## src/rtl/ndelay_pkg.sv

```systemverilog
// Shared constants and elaboration helpers for the variable-length delay line.
package ndelay_pkg;

  localparam int DLY_MIN = 1;

  // Constant-foldable ceil(log2(value)), used to size the delay selector.
  function automatic int ndelay_clog2(input int value);
    int result;
    result = 0;
    while ((1 << result) < value) result++;
    return result;
  endfunction

  function automatic bit ndelay_params_ok(input int maxDelays, input int delays);
    return (maxDelays >= 2) && (delays >= DLY_MIN) && (delays <= maxDelays);
  endfunction

endpackage

```

## src/rtl/ndelay_stage.sv

```systemverilog
// One tap of the delay line: a data register plus its valid flag.
module ndelay_stage
  import ndelay_pkg::*;
#(
  parameter int WIDTH = 8
) (
  input  logic             clk,
  input  logic             rst,
  input  logic             en,
  input  logic             clr_valid,
  input  logic [WIDTH-1:0] d,
  input  logic             dv,
  output logic [WIDTH-1:0] q,
  output logic             qv
);

  // Data is don't-care when the valid is cleared, so it keeps shifting on en.
  always_ff @(posedge clk) begin
    if (rst) begin
      q  <= '0;
      qv <= 1'b0;
    end else begin
      if (en) q <= d;
      if (clr_valid) qv <= 1'b0;
      else if (en)   qv <= dv;
    end
  end

endmodule

```

## src/rtl/ndelay_ctrl.sv

```systemverilog
// Delay line with run-time selectable length, stall, flush and delay-load control.
module ndelay_ctrl
  import ndelay_pkg::*;
#(
  parameter int WIDTH      = 8,
  parameter int MAX_DELAYS = 16,
  parameter int DELAYS     = 2,
  parameter int DW         = ndelay_clog2(MAX_DELAYS + 1)
) (
  input  logic             clk,
  input  logic             rst,
  input  logic             en,
  input  logic             flush,
  input  logic             din_valid,
  input  logic [WIDTH-1:0] dinput,
  input  logic             dly_load,
  input  logic [DW-1:0]    dly_sel,
  output logic             dout_valid,
  output logic [WIDTH-1:0] doutput,
  output logic             busy,
  output logic [DW-1:0]    cur_dly,
  output logic             load_err
);

  if (!ndelay_params_ok(MAX_DELAYS, DELAYS)) begin : g_param_check
    $error("ndelay_ctrl: need MAX_DELAYS >= 2 and 1 <= DELAYS <= MAX_DELAYS");
  end

  logic [WIDTH-1:0]      tapData [MAX_DELAYS];
  logic [MAX_DELAYS-1:0] tapValid;
  logic [DW-1:0]         curDly_q, curDly_d;
  logic                  loadErr_q, loadErr_d;
  logic                  busyC;
  logic                  selInRange;
  logic                  loadAccept;
  logic                  loadReject;
  logic [WIDTH-1:0]      doutC;
  logic                  doutValidC;

  for (genvar g = 0; g < MAX_DELAYS; g++) begin : g_tap
    if (g == 0) begin : g_head
      ndelay_stage #(.WIDTH(WIDTH)) u_stage (
        .clk       (clk),
        .rst       (rst),
        .en        (en),
        .clr_valid (flush),
        .d         (dinput),
        .dv        (din_valid),
        .q         (tapData[g]),
        .qv        (tapValid[g])
      );
    end else begin : g_body
      // An accepted load empties everything past tap 0 so stale words never resurface.
      ndelay_stage #(.WIDTH(WIDTH)) u_stage (
        .clk       (clk),
        .rst       (rst),
        .en        (en),
        .clr_valid (flush | loadAccept),
        .d         (tapData[g-1]),
        .dv        (tapValid[g-1]),
        .q         (tapData[g]),
        .qv        (tapValid[g])
      );
    end
  end

  always_comb begin
    busyC      = 1'b0;
    doutC      = '0;
    doutValidC = 1'b0;
    for (int i = 0; i < MAX_DELAYS; i++) begin
      if (DW'(i) < curDly_q) busyC = busyC | tapValid[i];
      if (DW'(i + 1) == curDly_q) begin
        doutC      = tapData[i];
        doutValidC = tapValid[i];
      end
    end
  end

  // Flush outranks a load request, and swallows it without flagging an error.
  always_comb begin
    selInRange = (dly_sel >= DW'(DLY_MIN)) && (dly_sel <= DW'(MAX_DELAYS));
    loadAccept = dly_load & ~flush & ~busyC & selInRange;
    loadReject = dly_load & ~flush & ~loadAccept;
    curDly_d   = curDly_q;
    if (loadAccept) curDly_d = dly_sel;
    loadErr_d  = loadReject;
  end

  always_ff @(posedge clk) begin
    if (rst) begin
      curDly_q  <= DW'(DELAYS);
      loadErr_q <= 1'b0;
    end else begin
      curDly_q  <= curDly_d;
      loadErr_q <= loadErr_d;
    end
  end

  assign doutput    = doutC;
  assign dout_valid = doutValidC;
  assign busy       = busyC;
  assign cur_dly    = curDly_q;
  assign load_err   = loadErr_q;

endmodule
```

## config.mk

```make
export PLATFORM = sky130hd
export DESIGN_NAME = ndelay_ctrl
export DESIGN_NICKNAME = d
export VERILOG_FILES = /design/src/rtl/ndelay_pkg.sv /design/src/rtl/ndelay_stage.sv /design/src/rtl/ndelay_ctrl.sv
export SDC_FILE = /design/constraint.sdc
export NUM_CORES = 1
export LEC_CHECK = 0
export ABC_AREA = 1
export CAP_MARGIN = 10
export CORE_MARGIN = 2
export CORE_UTILIZATION = 60
export CTS_BUF_LIST = sky130_fd_sc_hd__clkbuf_8
export DETAILED_ROUTE_END_ITERATION = 8
export PLACE_DENSITY_LB_ADDON = 0.05
export SETUP_SLACK_MARGIN = 0.3
export SYNTH_ARGS = -nofsm -noshare
export SYNTH_HDL_FRONTEND = slang
export SYNTH_SLANG_ARGS = --single-unit
```

## constraint.sdc

```tcl
create_clock -name clk -period 2.4 [get_ports clk]
set_input_delay 0.24 -clock clk [delete_from_list [all_inputs] [get_ports clk]]
set_output_delay 0.24 -clock clk [all_outputs]
set_load 0.02 [all_outputs]
```

==> flow_metrics.env <==
export IMPL_ys_types=31
export IMPL_layout_commonest_cell="nor2_1"
export IMPL_syn_avg_cell_area_sq_um=6.77
export IMPL_clockBufferDepth=2
export IMPL_crit_type="register to primary output"
export IMPL_path_cells="nor2_4, nand2_2, nor2_4, buf_6, nand2_4, nand3_2, nor2_2, nand3_1, nor3_2, nand4_1, nand2_1, nand4_1, buf_4"
export IMPL_seqPwrFrac_pct=48.4
export IMPL_dr_total_vias=6836
export IMPL_setup_slack_ns=-0.170
export IMPL_cts_sinks=150
export IMPL_antenna_found_initial=0
export IMPL_drtAntennaViolNets=0
export IMPL_fin_tns_setup_ns=-1.37
export IMPL_tritoncts="done"
export IMPL_postCtsHoldBufs=0
export IMPL_cellLeakagePower_uw=0.00363
export IMPL_crit_path_end_kind="primary output"
export IMPL_period_share_pct=107
export IMPL_yosysSeqAreaShare_pct=45.2
export IMPL_wirelength_microns=19400
export IMPL_design_core_area_sq_mm=0.0108
export IMPL_die_w_microns=109
export IMPL_cp_num_cells=13
export IMPL_io_buffers=34
export IMPL_dp_hpwl_microns=12000
export IMPL_worst_ir_drop_vdd_uv=687
export IMPL_setup_viol_count_final=27
export IMPL_grt_pass1_wl_microns=31400
export IMPL_nNetsFinal=1074
export IMPL_dieHeight_microns=109
export IMPL_worstPathArrival_ns=2.33
export IMPL_numCtsBuffers=17
export IMPL_final_cell_mix="nor2_1 (243), o21ai_0 (154), nand2_1 (145), dfxtp_1 (145), buf_4 (61)"
export IMPL_power_total_uw=5720
export IMPL_syn_cell_area_sq_mm=0.00665
export IMPL_gp_congestion=0.958
export IMPL_max_stage_delay_ns=0.43
export IMPL_dr_pass1_iters=6
export IMPL_crit_fanout=7
export IMPL_cap_violations=0
export IMPL_h_tree_depth=4
export IMPL_p_clk_share_pct=35.4
export IMPL_violations="negative setup slack"
export IMPL_dieArea_sq_mm=0.0119
export IMPL_r2r_cells=14
export IMPL_start_kind="register"
export IMPL_io_pins=35
export IMPL_syn2layout_area_growth_pct=25.3
export IMPL_ys_seq_elements=150
export IMPL_relSlewSlack_pct=47.9
export IMPL_rows=38
export IMPL_clk_pin_slew_ns=0.09
export IMPL_rsz0062_at_grt="yes"
export IMPL_root_buffer="clkbuf_8"
export IMPL_drc=0
export IMPL_switching_power_uw=1660
export IMPL_synth_net_count=1001
export IMPL_clock_fmax_ghz=0.389
export IMPL_cpMaxStageDelayCell="dfxtp_4"
export IMPL_first_global_vias=6431
export IMPL_gr_total_overflow=0
export IMPL_layout_drive_gt1_share_pct=20.4
export IMPL_status="finished with violations"
export IMPL_hold_slack_ns=0.225
export IMPL_fin_skew_ns=0.00933
export IMPL_insertion_delay_ns=0.47
export IMPL_crit_required_ns=2.16
export IMPL_comb_power_share_pct=16.2
export IMPL_grt_max_degree=155
export IMPL_drv_slew=0
export IMPL_switching_share_pct=29.0
export IMPL_num_antenna_cells=0
export IMPL_min_path_cells=3
export IMPL_worstHoldPathType="primary input to register"
export IMPL_hold_violations=0
export IMPL_grt_use_total_pct=34.0
export IMPL_path_delay_family="simple AND/OR/NAND/NOR gates"
export IMPL_drt_vias_per_instance=5.66
export IMPL_synth_warning_count=0
export IMPL_crit_buf_inv=2
export IMPL_layout_min_cycle_time_ns=2.57
export IMPL_n_fill_cell=804
export IMPL_wl_per_cell_microns=16.0
export IMPL_power_density_mw_per_mm2=687
export IMPL_intPower_uw=4060
export IMPL_tightest_slew_ns=0.779
export IMPL_synthCells=982
export IMPL_start_util_pct=61.3
export IMPL_drtIter0Drc=869
worst min-delay path, cell delays in order:
cell	delay, ns
buf_4	0.11
inv_4	0.14
a21oi_1	0.15
final timing paths:
| path | slack [ns] | endpoint | from |
|---|---|---|---|
| max | -0.17 | dout_valid | cur_dly[1]$_SDFFE_PP1P_ |
| min | 0.22 | g_tap[7].g_body.u_stage.q[0]$_SDFFE_PP0P_ | en |
| max reg2reg | -0.06 | cur_dly[3]$_SDFFE_PP0P_ | cur_dly[1]$_SDFFE_PP1P_ |
| min reg2reg | 0.47 | g_tap[14].g_body.u_stage.q[7]$_SDFFE_PP0P_ | g_tap[13].g_body.u_stage.q[7]$_SDFFE_PP0P_ |
power groups by stage:
stage,sequential [uW],combinational (uW),clock (uW)
floorplan,2780,488,0
global route,2790,1020,2140
global placement,2810,763,0
finish,2770,927,2020
detailed placement,2810,784,0
CTS,2760,853,2040
final cells by class:
type / count / area, sq um / share of cell area, %
repair inverters: 1 / 7.51 / 0.0902
multi-input cells: 719 / 3500 / 42.1
clock buffers: 18 / 248 / 2.98
inverters: 62 / 258 / 3.10
flip-flops and latches: 150 / 3020 / 36.3
repair buffers: 104 / 953 / 11.5
well taps: 140 / 175 / 2.10
clock inverters: 14 / 158 / 1.89
sequential cells by signal, indices dropped and copies added (netlist names):
name / count
g_tap.g_body.u_stage.qv: 15
g_tap.g_head.u_stage.q: 8
cur_dly: 5
g_tap.g_body.u_stage.q: 120
load_err: 1
g_tap.g_head.u_stage.qv: 1
per-stage QoR:
step           util [%]  cells  setup slack (ns)  instance area (sq um)
2_1_floorplan         -    982             0.335                   6650
5_1_grt            76.8   1208            -0.256                   8320
3_5_place_dp       68.4   1155            -0.148                   7420
4_1_cts            74.7   1202           -0.0598                   8100
6_report           76.8   1208            -0.170                   8320
3_3_place_gp       68.4   1155            -0.101                   7420
kinds of logic (layout without fill, tap and decap cells):
kind of cell	after synthesis	in the layout	synth area share, %
simple gates	515	517	32.7
compound gates	202	202	15.4
flops	150	150	45.2
buf+inv	115	199	6.74
timing repair:
item,CTS,global route
setup buffers,12,6
pin swaps,20,27
resized for setup,112,50
gates cloned,3,0
endpoints found under the setup margin,31,31
routing by layer:
metal  share of wire [%]  vias up  global-route usage [%]
li1                    -     3315                       -
met1                  43     3151                    45.6
met2                  46      327                    53.0
met3                 9.1       43                    9.15
met4                 1.7        0                    12.0
met5                   0        -                       0
Yosys cell counts, drive strengths merged:
cell / instances / area [sq um]
nand2: 166 / 636
dfxtp: 150 / 3000
nor2: 276 / 1090
or2: 6 / 37.5
o2111ai: 1 / 8.76
clkbuf: 48 / 180
a21oi: 35 / 175
o21ai: 163 / 816
nand4: 25 / 163
nor4: 4 / 25.0
o211ai: 1 / 7.51
nand3: 21 / 123
nor3: 16 / 91.3
a221oi: 1 / 8.76
buf: 5 / 35.0
a31oi: 1 / 6.26
inv: 62 / 233
and2: 1 / 6.26
Power figures use the tool's default switching activity.
